## config.mk

```make
export PLATFORM = sky130hd
export DESIGN_NAME = dip_input_ctrl_flat
export DESIGN_NICKNAME = d
export VERILOG_FILES = /design/src/rtl/dip_input_ctrl_if.sv /design/src/rtl/dip_input_ctrl.sv /design/src/flat_wrapper.sv
export SDC_FILE = /design/constraint.sdc
export NUM_CORES = 1
export LEC_CHECK = 0
export BUFFER_PORTS_ARGS = -buffer_cell sky130_fd_sc_hd__buf_2
export CORE_MARGIN = 4
export CORE_UTILIZATION = 50
export CTS_CLUSTER_DIAMETER = 50
export DETAILED_ROUTE_END_ITERATION = 7
export GPL_ROUTABILITY_DRIVEN = 0
export GPL_TIMING_DRIVEN = 0
export PLACE_DENSITY = 0.83
export SYNTH_ARGS = -nofsm -noshare
export SYNTH_HDL_FRONTEND = slang
export SYNTH_SLANG_ARGS = --single-unit
```

## constraint.sdc

```tcl
create_clock -name clk -period 7 [get_ports clk]
set_clock_uncertainty 0.1 [all_clocks]
set_input_delay 0.7 -clock clk [delete_from_list [all_inputs] [get_ports clk]]
set_output_delay 0.7 -clock clk [all_outputs]
set_load 0.03 [all_outputs]
```

## src/rtl/dip_input_ctrl_if.sv

```systemverilog
// CPU device-bus bundle for the DIP/button input block.
// The master modport is the CPU side. The slave modport is the peripheral side.
// The irq wire is present only when DIP_IRQ_EN is defined.
interface dip_input_ctrl_if;
    logic        rd_ena;
    logic        wr_ena;
    logic [11:0] dv_addr;
    logic [31:0] data_fromcpu;
    logic [31:0] data_tocpu;
`ifdef DIP_IRQ_EN
    logic        irq;
`endif

    modport master (
        output rd_ena, wr_ena, dv_addr, data_fromcpu,
`ifdef DIP_IRQ_EN
        input  irq,
`endif
        input  data_tocpu
    );

    modport slave (
        input  rd_ena, wr_ena, dv_addr, data_fromcpu,
`ifdef DIP_IRQ_EN
        output irq,
`endif
        output data_tocpu
    );
endinterface

```

## src/rtl/dip_input_ctrl.sv

```systemverilog
// Switch/button input peripheral: 3-flop sync, shared-counter debounce, W1C change flags, optional irq (DIP_IRQ_EN).
// Latency: read data registered, valid the cycle after rd_ena; input steps settle after DEBOUNCE_CYCLES+2 edges.
// Backpressure: none, the CPU strobes are accepted every cycle and unselected reads return zero for OR-combining.
module dip_input_ctrl #(
    parameter int unsigned WIDTH           = 24,
    parameter logic [11:0] BASEADDR        = 12'h070,
    parameter int unsigned DEBOUNCE_CYCLES = 100000
) (
    input  logic             clk,
    input  logic             rst_n,
    input  logic [WIDTH-1:0] switch,
    dip_input_ctrl_if.slave  bus
);
    localparam int unsigned      CNT_W       = $clog2(DEBOUNCE_CYCLES) + 1;
    localparam logic [CNT_W-1:0] CNT_LAST    = CNT_W'(DEBOUNCE_CYCLES - 1);
    localparam logic [11:0]      ADDR_DATA   = BASEADDR;
    localparam logic [11:0]      ADDR_CHANGE = BASEADDR + 12'h4;
    localparam logic [11:0]      ADDR_RAW    = BASEADDR + 12'h8;
    localparam logic [11:0]      ADDR_MASK   = BASEADDR + 12'hC;

    logic [WIDTH-1:0] sync1;
    logic [WIDTH-1:0] sync2;
    logic [WIDTH-1:0] samp;
    logic [WIDTH-1:0] stable;
    logic [WIDTH-1:0] change;
    logic [CNT_W-1:0] cnt;

    logic             sel_data;
    logic             sel_change;
    logic             sel_raw;
    logic             sel_mask;
    logic             deb_restart;
    logic             deb_done;
    logic [WIDTH-1:0] change_set;
    logic [WIDTH-1:0] change_clr;
    logic [WIDTH-1:0] change_nxt;
    logic [31:0]      rd_val;
    logic             unused_wdata;

`ifdef DIP_IRQ_EN
    logic [WIDTH-1:0] irq_mask;
`endif

    assign sel_data   = (bus.dv_addr == ADDR_DATA);
    assign sel_change = (bus.dv_addr == ADDR_CHANGE);
    assign sel_raw    = (bus.dv_addr == ADDR_RAW);
    assign sel_mask   = (bus.dv_addr == ADDR_MASK);

    // Write data above WIDTH has no destination.
    assign unused_wdata = ^bus.data_fromcpu;

    always_ff @(posedge clk or negedge rst_n) begin
        if (!rst_n) begin
            sync1 <= '0;
            sync2 <= '0;
            samp  <= '0;
        end else begin
            sync1 <= switch;
            sync2 <= sync1;
            samp  <= sync2;
        end
    end

    // One counter covers the whole bus: any movement, or a return to the accepted value, restarts it.
    always_comb begin
        deb_restart = (sync2 != samp) || (samp == stable);
        deb_done    = !deb_restart && (cnt == CNT_LAST);
    end

    always_ff @(posedge clk or negedge rst_n) begin
        if (!rst_n) begin
            stable <= '0;
            cnt    <= '0;
        end else if (deb_restart) begin
            cnt <= '0;
        end else if (deb_done) begin
            stable <= samp;
            cnt    <= '0;
        end else begin
            cnt <= cnt + CNT_W'(1);
        end
    end

    // A flag raised on this edge survives a W1C aimed at the same bit.
    always_comb begin
        change_set = deb_done ? (stable ^ samp) : '0;
        change_clr = (bus.wr_ena && sel_change) ? bus.data_fromcpu[WIDTH-1:0] : '0;
        change_nxt = (change & ~change_clr) | change_set;
    end

    always_ff @(posedge clk or negedge rst_n) begin
        if (!rst_n) begin
            change <= '0;
        end else begin
            change <= change_nxt;
        end
    end

    always_comb begin
        rd_val = '0;
        if (bus.rd_ena) begin
            if (sel_data) begin
                rd_val[WIDTH-1:0] = stable;
            end else if (sel_change) begin
                rd_val[WIDTH-1:0] = change;
            end else if (sel_raw) begin
                rd_val[WIDTH-1:0] = sync2;
`ifdef DIP_IRQ_EN
            end else if (sel_mask) begin
                rd_val[WIDTH-1:0] = irq_mask;
`endif
            end
        end
    end

    always_ff @(posedge clk or negedge rst_n) begin
        if (!rst_n) begin
            bus.data_tocpu <= '0;
        end else begin
            bus.data_tocpu <= rd_val;
        end
    end

`ifdef DIP_IRQ_EN
    always_ff @(posedge clk or negedge rst_n) begin
        if (!rst_n) begin
            irq_mask <= '0;
        end else if (bus.wr_ena && sel_mask) begin
            irq_mask <= bus.data_fromcpu[WIDTH-1:0];
        end
    end

    // Registered from the current flags, so irq trails a flag set or clear by one edge.
    always_ff @(posedge clk or negedge rst_n) begin
        if (!rst_n) begin
            bus.irq <= 1'b0;
        end else begin
            bus.irq <= |(change & irq_mask);
        end
    end
`endif

endmodule

```

## src/flat_wrapper.sv

```systemverilog
// flat-port wrapper written by rule: the top's interface ports become plain ports
module dip_input_ctrl_flat 
#(
    parameter int unsigned WIDTH           = 24,
    parameter logic [11:0] BASEADDR        = 12'h070,
    parameter int unsigned DEBOUNCE_CYCLES = 100000
)
  (clk, rst_n, switch, bus_rd_ena, bus_wr_ena, bus_dv_addr, bus_data_fromcpu, bus_data_tocpu);
  dip_input_ctrl_if bus_i ();
  input  logic clk;
  input  logic rst_n;
  input  logic [WIDTH-1:0] switch;
  input wire logic [$bits(bus_i.rd_ena)-1:0] bus_rd_ena;
  input wire logic [$bits(bus_i.wr_ena)-1:0] bus_wr_ena;
  input wire logic [$bits(bus_i.dv_addr)-1:0] bus_dv_addr;
  input wire logic [$bits(bus_i.data_fromcpu)-1:0] bus_data_fromcpu;
  output wire logic [$bits(bus_i.data_tocpu)-1:0] bus_data_tocpu;
  assign bus_i.rd_ena = bus_rd_ena;
  assign bus_i.wr_ena = bus_wr_ena;
  assign bus_i.dv_addr = bus_dv_addr;
  assign bus_i.data_fromcpu = bus_data_fromcpu;
  assign bus_data_tocpu = bus_i.data_tocpu;
  dip_input_ctrl #(.WIDTH(WIDTH), .BASEADDR(BASEADDR), .DEBOUNCE_CYCLES(DEBOUNCE_CYCLES)) u_core (.clk(clk), .rst_n(rst_n), .switch(switch), .bus(bus_i));
endmodule
```

### Word level (Yosys, flattened, before mapping)

Cells that the tools add are included.

| cells by class | value |
|---|---|
| multiplexer cells | 8 |
| magnitude comparators | 0 |
| multipliers | 0 |
| reduce and logical (&&, ||, !) cells | 5 |
| $add $sub $neg | 1 |
| bitwise operators | 5 |
| divide/modulo/power cells | 0 |
| eq/ne operators | 6 |
| shift-type cells | 0 |

Operator list:

| cell | count |
|---|---|
| $mux 24 | 6 |
| $eq 12x7->1 const B | 3 |
| $mux 18 | 2 |
| $and 24x24->24 | 1 |
| $eq 24x24->1 | 1 |
| $ne 24x24->1 | 1 |
| $not 24->24 | 1 |
| $or 24x24->24 | 1 |
| $xor 24x24->24 | 1 |
| $add 18x1->18 const B | 1 |
| $eq 18x17->1 const B | 1 |
| $logic_and 1x1->1 | 2 |
| $reduce_and 2->1 | 1 |
| $logic_not 1->1 | 1 |
| $logic_or 1x1->1 | 1 |
| $not 1->1 | 1 |

| storage, ports and cells | value |
|---|---|
| flip-flop bits (word level) | 162 |
| latch bits | 0 |
| ROM bits | 0 |
| memories kept | 0 |
| bits in writable memories | 0 |

### Logic depth before layout (Yosys ltp)

Gate-level depths: netlist of the first run.

| logic depth | value |
|---|---|
| depth after elaboration | 6 |
| depth in mapped cells | 8 |

### Worst setup path after synthesis of the first run

OpenSTA, ideal clock, no wires.

| path | value |
|---|---|
| path type | in2reg |
| start point | in bus_dv_addr[1] |
| end point | reg u_core.bus.data_tocpu[10] |
| slack | 4.480 ns |
| path buffers | 1 |
| arrival | 2.293 ns |
| required time | 6.773 ns |
| stages | 6 |
| cell sequence | or4_1 or3_4 or3_4 buf_6 o21ai_1 nor2_1 |

| on the way | value |
|---|---|
| word-level cells in the longest chain between the ends | 5 |

Ends and longest elaborated chain:

| element | RTL line | source |
|---|---|---|
| from (decl) | flat_wrapper.sv:15 | `input wire logic [$bits(bus_i.dv_addr)-1:0] bus_dv_addr;` |
| $eq 12x7->1 | dip_input_ctrl.sv:46 | `assign sel_raw = (bus.dv_addr == ADDR_RAW);` |
| $mux 24 | dip_input_ctrl.sv:106 | `end else if (sel_raw) begin` |
| $mux 24 | dip_input_ctrl.sv:104 | `end else if (sel_change) begin` |
| $mux 24 * | dip_input_ctrl.sv:102 | `if (sel_data) begin` |
| $mux 24 * | dip_input_ctrl.sv:101 | `if (bus.rd_ena) begin` |
| net u_core.rd_val[10] | dip_input_ctrl.sv:37 | `logic [31:0] rd_val;` |
| to (signal assigned) | dip_input_ctrl.sv:120 | `bus.data_tocpu <= rd_val;` |
| to (decl) | dip_input_ctrl_if.sv:27 | `output data_tocpu` |

Mark *: on every way through the listed nets, which the timed path passes. The rest lies on a longest branch.
A chain may end at the register's enable or synchronous reset.

### Worst setup path after layout of the first run

| path | value |
|---|---|
| start point | reg u_core.cnt[0] |
| end point | reg u_core.cnt[9] |

| on the way | value |
|---|---|
| word-level cells in the longest chain between the ends | 4 |

Ends and longest elaborated chain:

| element | RTL line | source |
|---|---|---|
| from (decl) | dip_input_ctrl.sv:26 | `logic [CNT_W-1:0] cnt;` |
| from (signal assigned) | dip_input_ctrl.sv:80 | `cnt <= cnt + CNT_W'(1);` |
| branches (longest 2 deep; another with $add 18x1->18) | n/a |  |
| $mux 18 * | dip_input_ctrl.sv:76 | `end else if (deb_done) begin` |
| $mux 18 * | dip_input_ctrl.sv:74 | `end else if (deb_restart) begin` |

Every way passes the cells marked *.

==> impl_metrics.toml, run 1 <==
[run_status]
status = "finished, final reports clean"

[floorplanning]
die_w_um = 121
core_area_um2 = 12200
fp.dieArea_um2 = 14600
start_util_pct = 52.0
num_rows = 40
pin_count = 104
dieHeight_um = 121

[yosys]
synth_edf_count = 0
synth.top_cells.by_area = "dfrtp_1 64%, xnor2_1 7.3%, a221oi_1 3.3%"
synth_xor_area_share_pct = 8.83
synth_top_area_share_pct = 63.8
synth_mux_area_share_pct = 4.61
syn-cell-area_um2 = 6350
yosys.area.top_type = "dfrtp_1"
synthSimpleGateAreaFrac_pct = 11.5
syn_inst = 502
syn_area_per_cell_um2 = 12.6
seq_area_frac_synth_pct = 63.8
synth_compound_area_share_pct = 7.59
async_flop_share_pct = 100
synth-warning-count = 0
yosys.cell_types.count = 38
yosys_most_used_dff = "dfrtp_1"
synth-adder-area-share_pct = 0.197
synth_top_family_by_area = "simple AND/OR/NAND/NOR gates"
ys_seq_elements = 162
synth_most_common_cell = "dfrtp_1"
synth.top_cells.by_count = "162 x dfrtp_1, 53 x xnor2_1, 30 x nand2_1, 30 x nand3_1, 29 x nor2_1"

[setup_path]
cp-start-kind = "flip-flop"
worstPathMaxFanout = 10
regToRegSetupSlack_ps = 4340
timing.rr.start = "u_core.cnt[0]"
timing.rr.end = "u_core.cnt[9]"
critical_path_arrival_ps = 2850
end_kind = "flip-flop"
critPathRequiredTime_ps = 7180
critical_path_class = "flip-flop to flip-flop"
reg2reg_depth = 6

[sta]
fmax_mhz = 375
setup_viol = 0
tns_ps = 0
fin_crit_sh_pct = 38.1
setup_ws_ps = 4340
slew_viol_final = 0
period_needed_ps = 2660
rsz0062_at_grt = "false"
tightest_slew_ps = 946
finalHoldViolCount = 0
slew_headroom_pct = 36.5

[grt]
grt_usage_pct = 20.6
grt-ovfl-total = 0
grt_pass1_wl_um = 23100
antenna_found_initial = 0
grt_pass1_vias = 4682
grt_start_max_net_pins = 94

[cts]
cts_tree = "built"
postCtsSetupBuffers = 0
post_cts_resized = 0
clock_latency_ps = 420
clockRootBuffer = "clkbuf_16"
cts_htree_levels = 4
clockBufferDepth = 2
cts_buffers = 17
clkTransAtPathRegs_ps = 60
hold_buffers = 0
numClockSinks = 162

[layout]
syn_to_final_growth_pct = 21.4
seq_area_um2 = 4050
n_antenna_cell = 0
fin_area_um2 = 7710
final_util_pct = 63.1
multi_input_area_um2 = 2110
finalNetCount = 689
fill_cells = 937
drive_above_1_share_pct = 27.7

[drt]
drc = 0
viasPerCell = 5.45
drt-initial-drc-count = 326
wl_per_cell_um = 17.9
drtAntennaViolNets = 0
wl_um = 14200
via_count = 4344
drtPass1Iterations = 5

[place]
dp_slack_ps = 3990
dpl_cell_area_um2 = 7060
post-dp-hpwl_um = 9760
port_buffers = 87

[worst_hold_path]
hp-class = "input port to async pin"

[pwr]
worst_ir_drop_vdd_mv = 0.158
power.leakage_nw = 3.50
power.total_mw = 2.08
powerDensity_nw_per_um2 = 269

[job]
maxCapViolations = 0
## cell type report
class	instances	area share (%)
plain buffers	30	2.65
well taps	168	2.73
inverters	2	0.0974
clock buffers	19	5.75
multi-input cells	315	27.4
flip-flops and latches	162	52.6
repair buffers	88	6.09
clock inverters	13	2.70
## placed cells by master, fill, tap and decap left out, types with 2 or more instances in the layout
cell type and n:
a221oi_1 24, and2_1 2, buf_2 93, buf_4 9, buf_6 6, bufinv_16 5
clkbuf_1 9, clkbuf_16 17, clkinv_2 3, clkinv_4 3, conb_1 8, dfrtp_1 162
inv_1 2, mux2_2 18, mux2_4 6, nand2_1 30, nand3_1 30, nand4_1 15
nor2_1 29, nor3_1 18, nor4_1 5, o21ai_0 24, o21ai_1 23, or2_2 2
or3_4 2, or4_1 2, xnor2_1 53, xor2_1 11
## power by group
| group | switching [mW] | internal, mW | total [mW] |
|---|---|---|---|
| clock | 0.370 | 0.643 | 1.01 |
| sequential | 0.0194 | 0.958 | 0.978 |
| combinational | 0.0492 | 0.0350 | 0.0843 |
## cells by family (layout without fill, tap and decap cells)
logic type / count (synthesis) / count (layout)
AND/OR/NAND/NOR: 144 / 144
multiplexers: 24 / 24
buffers and inverters: 32 / 152
AO/OA/AOI/OAI: 74 / 74
other: 1 / 8
XOR/XNOR: 64 / 64
adder cells (fa/ha/maj): 1 / 1
flip-flops: 162 / 162
## flip-flops by register name, indices dropped and copies added (netlist names)
| register | cells |
|---|---|
| u_core.sync2 | 24 |
| u_core.cnt | 18 |
| u_core.change | 24 |
| u_core.samp | 24 |
| u_core.bus.data_tocpu | 24 |
| u_core.sync1 | 24 |
| u_core.stable | 24 |
## critical path, cell delays in order, from the launching register on
cell and delay [ps]:
dfrtp_1 400, ha_1 250, inv_1 70, or3_1 390
nor3_1 790, clkbuf_1 420, nor3_1 110
## per-layer routing
layer	share of wire (%)	global-route usage (%)
met1	40	25.6
met2	51	33.8
met3	6.1	5.52
met4	2.6	9.63
met5	0	0
## worst max-delay path by stage
stage	from	to
after floorplan	bus_dv_addr[1]	u_core.bus.data_tocpu[10]
after global placement	rst_n	u_core.bus.data_tocpu[21]
after detailed placement	bus_dv_addr[1]	u_core.change[14]
after CTS	u_core.cnt[0]	u_core.cnt[10]
after global routing	u_core.cnt[0]	u_core.cnt[8]
final	u_core.cnt[0]	u_core.cnt[9]
## through the flow
stage | std cells | hold slack, ps
final | 797 | 175
after global routing | 797 | 222
after CTS | 797 | 202
after detailed placement | 765 | 235
after global placement | 764 | 235
after floorplan | 509 | 231
Power figures use the tool's default switching activity.
==> run 2: changes to the inputs <==
- PLACE_DENSITY: 0.83 -> 0.86
- clock period: 7 -> 2.34 ns (I/O delays scaled with it)
==> run 2 against run 1 <==
  * The flow now finishes with violations (setup timing)
  * Combinational power rose to 3.6 times the previous value
  * Sequential share of layout area down 3.3 points
  * Register-to-register slack worse by 4500 ps
  * Die area unchanged
  * First-iteration DRC count up 40%
  * Core utilization up 4.3 points
  * Maximum frequency up 7.9%
  * Critical path depth up 1
  * Setup slack worse by 4500 ps
  * Flip-flop and latch count unchanged
==> impl_metrics.toml, run 2 (synthesis results as in run 1) <==
[pwr]
power.leakage_nw = 3.74
worst_ir_drop_vdd_mv = 0.504
powerDensity_nw_per_um2 = 749

[sta]
finalHoldViolCount = 0
slew_headroom_pct = 44.7
setup_viol = 29
fin_crit_sh_pct = 106
slew_viol_final = 0
period_needed_ps = 2470
setup_ws_ps = -130
tightest_slew_ps = 830
fmax_mhz = 405
rsz0062_at_grt = "true"

[run_status]
status = "finished, violations left"
violations = "setup timing"

[drt]
viasPerCell = 5.62
drt-initial-drc-count = 456
drtAntennaViolNets = 0
drc = 0
wl_um = 15800
drtPass1Iterations = 5
wl_per_cell_um = 18.9
via_count = 4699

[setup_path]
startpoint = "u_core.samp[1]"
critical_path_arrival_ps = 2680
cp-start-kind = "flip-flop"
critPathRequiredTime_ps = 2550
timing.rr.start = "u_core.samp[1]"
end_kind = "flip-flop"
critical_path_class = "flip-flop to flip-flop"
regToRegSetupSlack_ps = -130
worstPathMaxFanout = 9

[grt]
grt_pass1_wl_um = 25300
grt-ovfl-total = 0
grt_start_max_net_pins = 93
grt_usage_pct = 22.4
antenna_found_initial = 0
grt_pass1_vias = 5121

[layout]
fin_cells = 836
n_antenna_cell = 0
drive_above_1_share_pct = 30.1
syn_to_final_growth_pct = 29.6
layout_common_cells = "162 x dfrtp_1, 91 x buf_2, 46 x xnor2_1, 30 x nand3_1, 30 x nand2_1"
fin_area_um2 = 8230
final_util_pct = 67.4
final_common_cell = "dfrtp_1"
finalNetCount = 728

[cts]
clock_latency_ps = 420
cts_tree = "built"
clockRootBuffer = "clkbuf_16"
clkTransAtPathRegs_ps = 60
numClockSinks = 162
cts_buffers = 17
cts_htree_levels = 4
clockBufferDepth = 2

[floorplanning]
fp.dieArea_um2 = 14600
die_w_um = 121
start_util_pct = 52.0
core_area_um2 = 12200
num_rows = 40
pin_count = 104
dieHeight_um = 121

[place]
placedCellCount = 765
dpl_cell_area_um2 = 7060
post-dp-hpwl_um = 10100
port_buffers = 87

[job]
maxCapViolations = 0

[worst_hold_path]
hp-class = "input port to flip-flop"
hold_start = "bus_rd_ena"
==> run 2: worst paths after layout <==
check	end	cells after the start
setup / recovery	u_core.stable[18]	7
hold / removal	u_core.bus.data_tocpu[1]	3
setup reg to reg	u_core.stable[18]	7
hold reg to reg	u_core.sync2[4]	0
max in group asynchronous	u_core.sync2[17]	3
min in group asynchronous	u_core.sync1[13]	2
==> run 2: routing by layer <==
layer  vias up  track usage, %  routed length (µm)
met4         0            12.5                 754
met5         -               0                   0
met2       226            38.7                8080
li1       2056               -                   -
met1      2348            25.3                5810
met3        69            5.71                1150
==> run 2: where the power goes <==
| part | internal [mW] | leakage, nW | switching, mW | total [mW] |
|---|---|---|---|---|
| logic | 0.140 | 1.47 | 0.161 | 0.301 |
| registers | 2.87 | 1.97 | 0.0601 | 2.93 |
| clock network | 1.87 | 0.299 | 1.07 | 2.94 |
==> run 2: layout make-up <==
class	count	area (µm²)
well taps	168	210
inverters	2	7.51
fillers	834	3980
multi-input cells	315	2260
clock inverters	9	153
clock buffers	23	478
flip-flops and latches	162	4050
repair buffers	128	852
plain buffers	29	215
==> run 2: stage by stage <==
stage / hold slack (ps) / total power, mW / worst slack (ps) / TNS, ps
after floorplan: -162 / 3.07 / 73.1 / 0
after global placement: 236 / 3.21 / -1270 / -212180
after detailed placement: 236 / 3.23 / -298 / -11030
after CTS: 5.29 / 6.19 / -64.8 / -1520
after global routing: 29.6 / 6.35 / -187 / -5210
final: 25.9 / 6.16 / -130 / -2750
==> run 2: what timing repair did <==
action / 4_1_cts / 5_1_grt
setup endpoints to repair: 61 / 61
hold buffers: 25 / 0
endpoints found under the hold margin: 115 / 0
gates resized for setup: 23 / 13
setup buffers: 9 / 6
pin swaps: 5 / 1
==> run 2: critical path, cell delays in order, from the launching register on <==
cell and delay (ps):
dfrtp_1 420, xnor2_2 250, nand4_1 150, or4_4 590, o2111ai_4 230, buf_6 170
buf_12 140, mux2_4 300
